`config.mk`:
```
export PLATFORM = sky130hd
export DESIGN_NAME = bus_master_ctrl
export DESIGN_NICKNAME = d
export VERILOG_FILES = /design/src/rtl/bus_master_ctrl_pkg.sv /design/src/rtl/bus_master_ctrl.sv
export SDC_FILE = /design/constraint.sdc
export NUM_CORES = 1
export LEC_CHECK = 0
export CAP_MARGIN = 20
export CORE_MARGIN = 2
export CORE_UTILIZATION = 44
export CTS_CLUSTER_SIZE = 25
export DETAILED_ROUTE_END_ITERATION = 6
export PLACE_DENSITY_LB_ADDON = 0.12
export REMOVE_ABC_BUFFERS = 1
export SLEW_MARGIN = 40
export SYNTH_ARGS = -nofsm -noshare
export SYNTH_HDL_FRONTEND = slang
export SYNTH_SLANG_ARGS = --single-unit
```
`constraint.sdc`:
```
create_clock -name clk -period 5.05 [get_ports clk]
set_clock_uncertainty 0.05 [all_clocks]
set_input_delay 1.01 -clock clk [delete_from_list [all_inputs] [get_ports clk]]
set_output_delay 1.01 -clock clk [all_outputs]
set_load 0.005 [all_outputs]
```
`src/rtl/bus_master_ctrl_pkg.sv`:
```
// Shared definitions for the bus master sequencer: bus widths, polarity
// constants, FSM state encoding and the default strobe timeout.
package bus_master_ctrl_pkg;

  localparam int WORD_ADDR_W = 30;
  localparam int WORD_DATA_W = 32;

  localparam logic READ     = 1'b1;
  localparam logic WRITE    = 1'b0;
  localparam logic ENABLE_  = 1'b0;
  localparam logic DISABLE_ = 1'b1;

  localparam int unsigned BUS_MCTRL_TIMEOUT_DEF = 255;
  localparam int          BUS_MCTRL_CNT_W       = 8;

  typedef enum logic [1:0] {
    BUS_MCTRL_IDLE   = 2'd0,
    BUS_MCTRL_REQ    = 2'd1,
    BUS_MCTRL_ACCESS = 2'd2
  } bus_mctrl_state_e;

endpackage

```
`src/rtl/bus_master_ctrl.sv`:
```
// Master-side bus sequencer: turns one client request into a full
// request/grant/strobe/ready bus cycle and reports data, done and error.
// Every output is a register; the comb process computes next values.
module bus_master_ctrl
  import bus_master_ctrl_pkg::*;
#(
  // Strobe cycles without ready before an error completion; 0 disables.
  parameter int unsigned TIMEOUT = BUS_MCTRL_TIMEOUT_DEF
) (
  input  logic                   clk,
  input  logic                   rst,
  input  logic                   c_req,
  input  logic [WORD_ADDR_W-1:0] c_addr,
  input  logic                   c_rw,
  input  logic [WORD_DATA_W-1:0] c_wr_data,
  output logic                   c_busy,
  output logic                   c_done,
  output logic                   c_err,
  output logic [WORD_DATA_W-1:0] c_rd_data,
  output logic                   bus_req_,
  input  logic                   bus_grnt_,
  output logic [WORD_ADDR_W-1:0] bus_addr,
  output logic                   bus_as_,
  output logic                   bus_rw,
  output logic [WORD_DATA_W-1:0] bus_wr_data,
  input  logic [WORD_DATA_W-1:0] bus_rd_data,
  input  logic                   bus_rdy_
);

  localparam logic                       TO_EN   = (TIMEOUT != 0);
  // Counter value seen on the TIMEOUT-th strobe cycle (counter starts at 0).
  localparam logic [BUS_MCTRL_CNT_W-1:0] TO_LAST = BUS_MCTRL_CNT_W'(TIMEOUT - 1);
  localparam logic [BUS_MCTRL_CNT_W-1:0] CNT_MAX = '1;

  bus_mctrl_state_e            state, state_nxt;
  logic [BUS_MCTRL_CNT_W-1:0]  cnt, cnt_nxt;
  logic                        c_busy_nxt, c_done_nxt, c_err_nxt;
  logic [WORD_DATA_W-1:0]      c_rd_data_nxt;
  logic                        bus_req_nxt, bus_as_nxt, bus_rw_nxt;
  logic [WORD_ADDR_W-1:0]      bus_addr_nxt;
  logic [WORD_DATA_W-1:0]      bus_wr_data_nxt;

  // State, counter and all outputs registered; sync reset to idle values.
  always_ff @(posedge clk) begin
    if (rst) begin
      state       <= BUS_MCTRL_IDLE;
      cnt         <= '0;
      c_busy      <= 1'b0;
      c_done      <= 1'b0;
      c_err       <= 1'b0;
      c_rd_data   <= '0;
      bus_req_    <= DISABLE_;
      bus_as_     <= DISABLE_;
      bus_rw      <= READ;
      bus_addr    <= '0;
      bus_wr_data <= '0;
    end else begin
      state       <= state_nxt;
      cnt         <= cnt_nxt;
      c_busy      <= c_busy_nxt;
      c_done      <= c_done_nxt;
      c_err       <= c_err_nxt;
      c_rd_data   <= c_rd_data_nxt;
      bus_req_    <= bus_req_nxt;
      bus_as_     <= bus_as_nxt;
      bus_rw      <= bus_rw_nxt;
      bus_addr    <= bus_addr_nxt;
      bus_wr_data <= bus_wr_data_nxt;
    end
  end

  // Next-state and next-output logic; done/err are single-cycle pulses.
  always_comb begin
    state_nxt       = state;
    cnt_nxt         = cnt;
    c_busy_nxt      = c_busy;
    c_done_nxt      = 1'b0;
    c_err_nxt       = 1'b0;
    c_rd_data_nxt   = c_rd_data;
    bus_req_nxt     = bus_req_;
    bus_as_nxt      = bus_as_;
    bus_rw_nxt      = bus_rw;
    bus_addr_nxt    = bus_addr;
    bus_wr_data_nxt = bus_wr_data;

    unique case (state)
      BUS_MCTRL_IDLE: begin
        // The address/data registers double as the request latch.
        if (c_req) begin
          bus_addr_nxt    = c_addr;
          bus_rw_nxt      = c_rw;
          bus_wr_data_nxt = c_wr_data;
          bus_req_nxt     = ENABLE_;
          c_busy_nxt      = 1'b1;
          state_nxt       = BUS_MCTRL_REQ;
        end
      end
      BUS_MCTRL_REQ: begin
        if (bus_grnt_ == ENABLE_) begin
          bus_as_nxt = ENABLE_;
          cnt_nxt    = '0;
          state_nxt  = BUS_MCTRL_ACCESS;
        end
      end
      BUS_MCTRL_ACCESS: begin
        // Grant is not rechecked: the arbiter holds it while we request.
        if (bus_rdy_ == ENABLE_) begin
          if (bus_rw == READ) c_rd_data_nxt = bus_rd_data;
          c_done_nxt  = 1'b1;
          bus_as_nxt  = DISABLE_;
          bus_req_nxt = DISABLE_;
          c_busy_nxt  = 1'b0;
          state_nxt   = BUS_MCTRL_IDLE;
        end else if (TO_EN && cnt == TO_LAST) begin
          c_done_nxt  = 1'b1;
          c_err_nxt   = 1'b1;
          bus_as_nxt  = DISABLE_;
          bus_req_nxt = DISABLE_;
          c_busy_nxt  = 1'b0;
          state_nxt   = BUS_MCTRL_IDLE;
        end else if (cnt != CNT_MAX) begin
          cnt_nxt = cnt + 1'b1;
        end
      end
      default: state_nxt = BUS_MCTRL_IDLE;
    endcase
  end

endmodule

```
==> summary.md <==
| Metric | Value |
|---|---|
| Status | `finished clean` |
| F_max | `407 MHz` |
| Clock-pin slew on the worst setup and hold paths | `0.09 ns` |
| Setup violators final | `0` |
| CTS tree | `yes` |
| Routed wire length | `11400 µm` |
| Total power | `0.00169 W` |
| CP max-delay cell | `buf_4` |
| Top cells by area, synth | `dfxtp_1 (53%), nand2_1 (15%), a21oi_1 (11%), nand2_2 (4.5%), buf_6 (2.4%)` |
| Worst R2R Start | `state[0]` |
| Flip-flop and latch area | `2200 µm²` |
| Max cap viols | `0` |
| Net count reported at finish | `783` |
| CP peak stage delay | `0.51 ns` |
| CTS root buf | `clkbuf_8` |
| Post-route cell area | `6400 µm²` |
| Met2 usage | `37.0%` |
| Synthesized area | `4180 µm²` |
| Vias per inst | `4.82` |
| WHS Path Cells | `2` |
| H-tree Lvls | `3` |
| Core ar. | `9240 µm²` |
| Compound-Gate Fraction of Synth Area | `14.7%` |
| Tightest Pin Transition | `0.838 ns` |
| P_leak | `2.27 nW` |
| Crit-path cells | `clkdlybuf4s50_1 -> nand2b_1 -> nand2b_2 -> buf_4 -> nand2_1 -> a21oi_1` |
| Starting Density | `45.3%` |
| Worst skew pair latency | `0.36 ns` |
| Largest net degree at the start of global routing | `110` |
| Antenna diodes | `0` |
| Synth unique cells | `39` |
| Crit path DAT | `2.68 ns` |
| Slew HR | `44.1%` |
| Worst endpoint required time | `5.27 ns` |
| CP delay by family, top | `buffers and inverters` |
| Drt initial violations | `116` |
| DR WL/cell | `14.0 µm` |
| Final period utilization | `48.6%` |
| First-pass GRT wire length | `17500 µm` |
| Setup slack, reg-to-reg | `3.06 ns` |
| Cts bufs inserted | `9` |
| Vias after detailed routing | `3928` |
| Clock Path Buffers | `2` |
| Met3 GRT Util | `5.11%` |
| Die H | `102 µm` |
| IO Pins | `200` |
| Top-area cell type share of the netlist area | `52.6%` |
| Fin Setup TNS | `0 ns` |
| #FFs+latches synth | `110` |
| R2R cell count | `5` |
| PwrDens | `265 nW/µm²` |
| Unrepaired setup endpoints after global routing | `false` |
| Post-synthesis mux area share | `1.23%` |
| Worst Hold End | `bus_addr[12]` |
| Die area | `10300 µm²` |
| Initial antenna violation count | `0` |
| IO buf count | `199` |
| Peak ir drop on the vdd network | `0.205 mV` |
| Post-DRT Antenna Nets | `0` |
| Critical Path Source Type | `input pin` |
| Grt total ovfl | `0` |
| Register area share after synthesis | `52.6%` |
| Busiest layer in global routing | `met2` |
| CTS resizes | `0` |
| Area of the multi-input gates | `1760 µm²` |
| DRC | `0` |
| Peak fanout along the critical path | `55` |
| XOR/XNOR Fraction of Synth Area | `0.419%` |
| Final Slew Violations | `0` |
| Global placement routability congestion | `0.838` |
| Drt pass-1 iters | `5` |
| Final core utilization | `69.2%` |
| Cell Area, Placed | `6220 µm²` |
| Synth Area in Adders | `0.598%` |
| CP Capture Type | `register` |
| Worst path buffer plus inverter count | `2` |
| CP Depth | `6` |
| Post-CTS Setup Bufs | `0` |
| Worst setup path class | `input pin to register` |
| Hold_buf cts | `0` |
| Synth Warn # | `0` |
| Largest family of logic cells by synthesized area | `simple AND/OR/NAND/NOR gates` |
| Synthesized instance count | `500` |
| GRT Total Usage | `21.3%` |
| # clock sinks | `110` |
| Area growth syn-to-layout | `52.9%` |
| Syn Area/Cell | `8.37 µm²` |
| Final hold violation count | `0` |
| Proportion of layout cells with a drive suffix above 1 | `9.33%` |
| Period minus WS final | `2.46 ns` |
| Placed wire-length estimate | `8130 µm` |
| RR Endpoint | `bus_wr_data[15]` |
| Synth Area in Simple Gates | `24.8%` |
| Hold Crit Start | `bus_addr[12]` |
| Worst min path class | `register to register` |
| Largest area contributor in the netlist | `dfxtp_1` |
| Vias in the first global route | `3605` |
| Die W | `102 µm` |
| GRT met1 Usage | `25.2%` |
| Fillers | `768` |
| Row cnt | `35` |
==> where the power goes <==
group	switching [W]	internal (W)	total, W
Clock	0.000298	0.000186	0.000485
Sequential	0.0000226	0.000907	0.000929
Combinational	0.000110	0.000169	0.000279
==> flip-flops by register name, indices dropped and copies added, names as in the netlist <==
register,flops
bus_addr,30
bus_as_,1
bus_req_,1
bus_rw,1
bus_wr_data,32
c_busy,1
c_done,1
c_err,1
c_rd_data,32
cnt,8
state,2
==> cell families (layout without fill, tap and decap cells) <==
group | count (synthesis) | after routing
AND/OR/NAND/NOR | 233 | 233
flip-flops | 110 | 110
buffers and inverters | 39 | 225
adder cells (fa/ha/maj) | 2 | 2
XOR/XNOR | 2 | 2
AO/OA/AOI/OAI | 109 | 109
multiplexers | 5 | 5
==> layout make-up <==
cell class                      instances  area share (%)
Sequential cell                       110            34.4
Clock buffer                           11            2.05
Timing Repair Buffer                  205            32.5
Clock inverter                          5           0.704
Inverter                                4           0.235
Tap cell                              129            2.52
Multi-Input combinational cell        351            27.5
==> worst max-delay path by stage <==
stage,slack (ns),endpoint,start
after floorplan,2.36,bus_addr[0],c_req
after global placement,1.96,bus_wr_data[5],c_req
after detailed placement,2.21,bus_addr[2],c_req
after CTS,2.60,bus_wr_data[20],c_req
after global routing,2.45,bus_wr_data[15],c_req
final,2.59,bus_wr_data[15],c_req
==> cell usage after synthesis <==
library cell,n
dfxtp_1,110
nand2b_4,1
buf_4,2
or3b_1,1
o21a_1,1
a311oi_2,1
or3_1,3
clkbuf_1,12
nor3_1,2
nand4_1,4
a311oi_1,1
buf_6,9
mux2i_1,4
xor2_1,1
or3b_2,1
mux2_1,1
nand2b_1,4
nand3_1,3
nand3b_1,2
and3b_1,1
ha_1,2
a21oi_1,93
a21o_1,1
nor3b_1,1
xnor2_1,1
a311oi_4,1
a31oi_1,2
a21oi_2,5
o21ai_0,1
a211o_1,1
a211oi_1,2
nand2_2,30
nor2_2,1
buf_2,12
inv_1,4
nor2_1,5
nand2_1,172
nor3b_2,1
and4_1,1
==> metal layers <==
| layer | routed length, µm | vias to the layer above |
|---|---|---|
| li1 | - | 1991 |
| met1 | 4730 | 1791 |
| met2 | 5600 | 125 |
| met3 | 779 | 21 |
| met4 | 279 | 0 |
| met5 | 0 | - |
==> worst register-to-register path, stage by stage (launching register included) <==
cell and delay, ns:
dfxtp_1 0.51, nand2b_1 0.24, nand2b_2 0.28, buf_4 0.51, nand2_1 0.12, a21oi_1 0.21
==> cell usage in the layout, fill, tap and decap left out, types with 5 or more instances in the layout <==
cell type | synthesis | routed
nand2_1 | 172 | 172
dfxtp_1 | 110 | 110
clkbuf_8 | 0 | 9
nand2_2 | 30 | 30
a21oi_2 | 5 | 5
a21oi_1 | 93 | 93
clkdlybuf4s50_1 | 0 | 198
nor2_1 | 5 | 5
==> per-stage QoR <==
| step | instances | setup slack [ns] | hold slack [ns] |
|---|---|---|---|
| floorplan | 465 | 2.36 | 0.393 |
| global placement | 795 | 1.96 | 0.390 |
| detailed placement | 799 | 2.21 | 0.395 |
| CTS | 815 | 2.60 | 0.411 |
| global route | 815 | 2.45 | 0.425 |
| finish | 815 | 2.59 | 0.408 |
(Power assumes the default switching activity.)
